<file path="config.mk">
export PLATFORM = sky130hd
export DESIGN_NAME = btn_event
export DESIGN_NICKNAME = d
export VERILOG_FILES = /design/src/rtl/btn_pkg.sv /design/src/rtl/btn_event_chan.sv /design/src/rtl/btn_event.sv
export SDC_FILE = /design/constraint.sdc
export NUM_CORES = 1
export LEC_CHECK = 0
export CAP_MARGIN = 20
export CORE_AREA = 10 10 87 89
export CTS_CLUSTER_SIZE = 40
export DETAILED_ROUTE_END_ITERATION = 12
export DIE_AREA = 0 0 97 99
export PLACE_DENSITY_LB_ADDON = 0.2
export SETUP_SLACK_MARGIN = 0.2
export SLEW_MARGIN = 20
export SYNTH_ARGS = -nofsm -noshare
export SYNTH_HDL_FRONTEND = slang
export SYNTH_SLANG_ARGS = --single-unit
export TNS_END_PERCENT = 1
</file>
<file path="constraint.sdc">
create_clock -name clk -period 1.4 [get_ports clk]
set_input_delay 0.42 -clock clk [delete_from_list [all_inputs] [get_ports clk]]
set_output_delay 0.42 -clock clk [all_outputs]
set_load 0.02 [all_outputs]
</file>
<file path="src/rtl/btn_pkg.sv">
// Shared definitions for the btn_event block: edge-mode encodings and
// the counter width helper used to size the debounce and repeat counters.
package btn_pkg;

    localparam logic [1:0] MODE_RISE = 2'b00;
    localparam logic [1:0] MODE_FALL = 2'b01;
    localparam logic [1:0] MODE_BOTH = 2'b10;
    localparam logic [1:0] MODE_OFF  = 2'b11;

    // Bits needed for a counter that must hold values 0..max_count.
    function automatic int cnt_width(input int max_count);
        if (max_count < 1) begin
            return 1;
        end else begin
            return $clog2(max_count + 1);
        end
    endfunction

endpackage

</file>
<file path="src/rtl/btn_event_chan.sv">
// One input channel: synchroniser, debouncer, mode-gated edge pulse and
// auto-repeat generator. All outputs come straight from flops.
module btn_event_chan
    import btn_pkg::*;
#(
    parameter int SYNC_STAGES   = 2,
    parameter int DEB_CYCLES    = 16,
    parameter int REPEAT_DELAY  = 0,
    parameter int REPEAT_PERIOD = 4
) (
    input  logic       clk,
    input  logic       rst_n,
    input  logic       din,
    input  logic [1:0] mode,
    output logic       level,
    output logic       pulse,
    output logic       rpt
);

    localparam int RMAX = (REPEAT_DELAY > REPEAT_PERIOD) ? REPEAT_DELAY : REPEAT_PERIOD;
    localparam int DW   = cnt_width(DEB_CYCLES);
    localparam int RW   = cnt_width(RMAX);
    localparam bit RPT_EN = (REPEAT_DELAY > 0);

    // Terminal counts: the edge on which the counter holds this value is
    // the edge that accepts the new level / emits the repeat.
    localparam logic [DW-1:0] DEB_LAST = DW'(DEB_CYCLES - 1);
    localparam logic [RW-1:0] DLY_LAST = RW'(REPEAT_DELAY - 1);
    localparam logic [RW-1:0] PER_LAST = RW'(REPEAT_PERIOD - 1);

    logic [SYNC_STAGES-1:0] sync_q, sync_d;
    logic [DW-1:0]          deb_cnt_q, deb_cnt_d;
    logic [RW-1:0]          rpt_cnt_q, rpt_cnt_d;
    logic                   rpt_ph_q, rpt_ph_d;   // 0: initial delay, 1: periodic phase
    logic                   level_q, level_d;
    logic                   pulse_q, pulse_d;
    logic                   rpt_q, rpt_d;
    logic                   s_s;
    logic                   flip_s;

    assign s_s = sync_q[SYNC_STAGES-1];

    // Synchroniser shift and debounce: count consecutive disagreeing cycles.
    always_comb begin
        sync_d    = {sync_q[SYNC_STAGES-2:0], din};
        deb_cnt_d = deb_cnt_q;
        level_d   = level_q;
        flip_s    = 1'b0;
        if (s_s == level_q) begin
            deb_cnt_d = '0;
        end else if (deb_cnt_q == DEB_LAST) begin
            flip_s    = 1'b1;
            level_d   = ~level_q;
            deb_cnt_d = '0;
        end else begin
            deb_cnt_d = deb_cnt_q + DW'(1);
        end
    end

    // Edge pulse on an accepted flip, filtered by the current mode.
    always_comb begin
        pulse_d = 1'b0;
        case (mode)
            MODE_RISE: pulse_d = flip_s & ~level_q;
            MODE_FALL: pulse_d = flip_s &  level_q;
            MODE_BOTH: pulse_d = flip_s;
            MODE_OFF:  pulse_d = 1'b0;
            default:   pulse_d = 1'b0;
        endcase
    end

    // Auto-repeat: delay phase after the press, then fixed period while held.
    always_comb begin
        rpt_d     = 1'b0;
        rpt_cnt_d = rpt_cnt_q;
        rpt_ph_d  = rpt_ph_q;
        if (!RPT_EN) begin
            rpt_cnt_d = '0;
            rpt_ph_d  = 1'b0;
        end else if (flip_s) begin
            // Either flip direction restarts from the delay phase; a falling
            // flip also guarantees no repeat on the release edge.
            rpt_cnt_d = '0;
            rpt_ph_d  = 1'b0;
        end else if (level_q) begin
            if (rpt_cnt_q == (rpt_ph_q ? PER_LAST : DLY_LAST)) begin
                rpt_d     = (mode != MODE_OFF);
                rpt_cnt_d = '0;
                rpt_ph_d  = 1'b1;
            end else begin
                rpt_cnt_d = rpt_cnt_q + RW'(1);
            end
        end else begin
            rpt_cnt_d = '0;
            rpt_ph_d  = 1'b0;
        end
    end

    // State and output registers with synchronous active-low reset.
    always_ff @(posedge clk) begin
        if (!rst_n) begin
            sync_q    <= '0;
            deb_cnt_q <= '0;
            rpt_cnt_q <= '0;
            rpt_ph_q  <= 1'b0;
            level_q   <= 1'b0;
            pulse_q   <= 1'b0;
            rpt_q     <= 1'b0;
        end else begin
            sync_q    <= sync_d;
            deb_cnt_q <= deb_cnt_d;
            rpt_cnt_q <= rpt_cnt_d;
            rpt_ph_q  <= rpt_ph_d;
            level_q   <= level_d;
            pulse_q   <= pulse_d;
            rpt_q     <= rpt_d;
        end
    end

    assign level = level_q;
    assign pulse = pulse_q;
    assign rpt   = rpt_q;

endmodule

</file>
<file path="src/rtl/btn_event.sv">
// N-channel button/switch event generator. Each channel is independent;
// the top level only fans the global edge mode out to every channel.
module btn_event
    import btn_pkg::*;
#(
    parameter int N             = 4,
    parameter int SYNC_STAGES   = 2,
    parameter int DEB_CYCLES    = 16,
    parameter int REPEAT_DELAY  = 0,
    parameter int REPEAT_PERIOD = 4
) (
    input  logic         clk,
    input  logic         rst_n,
    input  logic [N-1:0] din,
    input  logic [1:0]   mode,
    output logic [N-1:0] level,
    output logic [N-1:0] pulse,
    output logic [N-1:0] rpt
);

    for (genvar i = 0; i < N; i++) begin : g_chan
        btn_event_chan #(
            .SYNC_STAGES   (SYNC_STAGES),
            .DEB_CYCLES    (DEB_CYCLES),
            .REPEAT_DELAY  (REPEAT_DELAY),
            .REPEAT_PERIOD (REPEAT_PERIOD)
        ) u_chan (
            .clk   (clk),
            .rst_n (rst_n),
            .din   (din[i]),
            .mode  (mode),
            .level (level[i]),
            .pulse (pulse[i]),
            .rpt   (rpt[i])
        );
    end

endmodule
</file>
==> flow_metrics.py <==
metrics = {
    "floorplan": {
        "die_h_um": 99,
        "ios": 20,
        "start_util": 0.2444,
        "die_area_sq_um": 9603,
        "fp.dieW_um": 97,
        "design.core.area_sq_um": 5851,
        "rows": 28,
    },
    "setup_path": {
        "cp_top_family": "simple AND/OR/NAND/NOR gates",
        "crit_chain": "ha_4, and3_4, ha_4, nand3b_1, nor2_1",
        "cp_data_arrival_time_ps": 1510,
        "cpMostUsedCell": "ha_4",
        "start_kind": "flip-flop",
        "crit_required_ps": 1610,
        "crit_buf_inv": 0,
        "ff2ff_path_depth": 5,
        "worst-path-max-fanout": 5,
        "crit_type": "reg2reg",
        "critical_path_depth": 5,
        "crit_slowest_cell": "dfxtp_2",
        "setup.worst_path.end_class": "flip-flop",
        "max_stage_delay_ps": 340,
    },
    "logic_synthesis": {
        "synth_cell_types": 19,
        "syn_area_sq_um": 1430,
        "synth_xor_area_frac": 0.07962,
        "ys_ff_latch": 36,
        "syn-instance-count": 143,
        "yosysWarningCount": 0,
        "synth_top_family_by_area": "simple AND/OR/NAND/NOR gates",
        "synth.avg_cell_area_sq_um": 10.00,
        "yosys.area_share.simple": 0.2091,
        "muxShareOfSynthArea": 0.02800,
        "yosysSeqAreaShare": 0.5039,
        "synthAdderAreaFrac": 0.06999,
        "synth-compound-area-share": 0.01487,
    },
    "detailed_routing": {
        "drt_iter0_drc": 21,
        "drt-pass1-iter-count": 4,
        "vias": 964,
        "wl_um": 2653,
        "antenna_left": 0,
        "via_per_inst": 3.951,
        "wl_per_cell_um": 10.87,
        "drc_errors": 0,
    },
    "global_route": {
        "busiest_layer": "met2",
        "grt_util_met1": 0.06466,
        "met3_usage": 0.02374,
        "grt_usage": 0.05863,
        "antenna_found_initial": 0,
        "grtUsageMet2": 0.08745,
        "grt_pass1_vias": 996,
        "grt_pass1_wl_um": 4554,
        "grt_max_degree": 25,
        "gr-total-overflow": 0,
    },
    "pwr": {
        "p_leak_nw": 0.7176,
        "irDropWorstVdd_v": 0.0003094,
        "power_density_nw_per_um2": 991.0,
        "p_total_mw": 1.880,
    },
    "placed_design": {
        "dp_hpwl_um": 1811,
        "post_dp_cell_area_sq_um": 1684,
        "io_buffers": 15,
        "gp_congestion": 0.6748,
        "place_inst": 228,
    },
    "finish": {
        "final_common_cell": "dfxtp_1",
        "fin_cells": 244,
        "drive_above_1_share": 0.2959,
        "fin_nets": 184,
        "syn2layout_area_growth_pct": 32.63,
        "final_cell_mix": "28 x dfxtp_1, 23 x nor2_1, 13 x buf_4",
        "final_area_sq_um": 1897,
        "antenna-diode-count": 0,
    },
    "clock_network": {
        "clock-root-buffer": "clkbuf_8",
        "clk_pin_slew_ps": 70,
        "numClockSinks": 36,
        "cts_buffers": 5,
        "cts_tree": "done",
        "clk_latency_ps": 280,
        "htreeDepth": 2,
        "cts.path.max_buffers": 2,
    },
    "job": {
        "maxCapViolCount": 0,
    },
    "sta": {
        "slew_viol_final": 0,
        "hold_violations": 0,
        "rsz0062_at_grt": "yes",
        "timing.fmax_mhz": 771.1,
        "finalSetupViolations": 0,
        "fin_crit_sh": 0.9263,
        "timing.hold.ws_ps": 433.5,
        "min_period_ps": 1297,
        "clock_skew_ps": 5.548,
    },
    "min_path": {
        "whs_path_depth": 1,
        "hp-class": "reg2reg",
    },
    "run_status": {
        "outcome": "finished, final reports clean",
    },
}
-- final timing paths --
check	from	to	slack, ps
min reg2reg	g_chan[3].u_chan.sync_q[0]	g_chan[3].u_chan.sync_q[1]	430
min	g_chan[3].u_chan.sync_q[0]	g_chan[3].u_chan.sync_q[1]	430
max reg2reg	g_chan[3].u_chan.deb_cnt_q[0]	g_chan[3].u_chan.deb_cnt_q[0]	100
max	g_chan[3].u_chan.deb_cnt_q[0]	g_chan[3].u_chan.deb_cnt_q[0]	100
-- power by group --
group | internal, mW | switching [mW]
Combinational | 0.0436 | 0.0398
Sequential | 1.04 | 0.00982
Clock | 0.392 | 0.356
Total | 1.47 | 0.405
-- state kept, by name (all words and copies together), names as in the netlist --
register / cells
g_chan.u_chan.deb_cnt_q: 20
g_chan.u_chan.sync_q: 8
g_chan.u_chan.level: 4
g_chan.u_chan.pulse: 4
-- synth_stat cells --
library cell / instances / area share
mux2i_1: 4 / 0.028
o21ai_0: 3 / 0.010
nand4b_1: 5 / 0.031
xnor2_1: 5 / 0.031
dfxtp_1: 36 / 0.50
nor2_1: 23 / 0.060
nand4_1: 3 / 0.013
clkbuf_1: 1 / 0.0026
nor2b_1: 4 / 0.017
buf_4: 13 / 0.068
nand3_1: 4 / 0.014
conb_1: 1 / 0.0026
xor2_1: 8 / 0.049
o22ai_1: 1 / 0.0044
and3_1: 4 / 0.017
inv_1: 8 / 0.021
nand3b_1: 4 / 0.021
and2_1: 8 / 0.035
ha_1: 8 / 0.070
-- stage by stage --
| step | setup TNS (ps) | utilization | setup WS [ps] |
|---|---|---|---|
| 2_1_floorplan | 0 | - | 179.0 |
| 3_3_place_gp | -1317 | 0.2879 | -70.34 |
| 3_5_place_dp | -2073 | 0.2879 | -141.6 |
| 4_1_cts | 0 | 0.3216 | 97.64 |
| 5_1_grt | 0 | 0.3242 | 1.118 |
| 6_report | 0 | 0.3242 | 103.1 |
-- timing repair --
action                     CTS  global route
setup endpoints to repair   36            36
gates resized for setup     47             0
pin swaps                    9             2
setup buffers                6             2
hold buffers                 0             0
cloned                       0             0
-- area by class of cell --
cell class	instances	area, sq um
clock buffers	6	82.58
clock inverters	2	10.01
fillers	580	3954
inverters	8	30.03
multi-input cells	88	709.4
flip-flops and latches	36	730.7
well taps	75	93.84
repair buffers	29	240.2
-- per-layer routing --
layer | share of wire | up-vias
met4 | 0.034 | 0
met2 | 0.43 | 22
li1 | - | 498
met1 | 0.47 | 436
met3 | 0.069 | 8
met5 | 0 | -
-- logic make-up (layout without fill, tap and decap cells) --
logic type	Yosys count	in the layout
AND/OR/NAND/NOR	55	55
multiplexers	4	4
AO/OA/AOI/OAI	4	4
XOR/XNOR	13	13
flip-flops	36	36
adder cells (fa/ha/maj)	8	8
other	1	4
buffers and inverters	22	45
-- worst reg2reg max path: stages, from the launching register on --
cell and delay (ps):
dfxtp_2 340, ha_4 160, and3_4 180, ha_4 160, nand3b_1 250, nor2_1 140
Note: power is estimated with default switching activity, not from simulation.
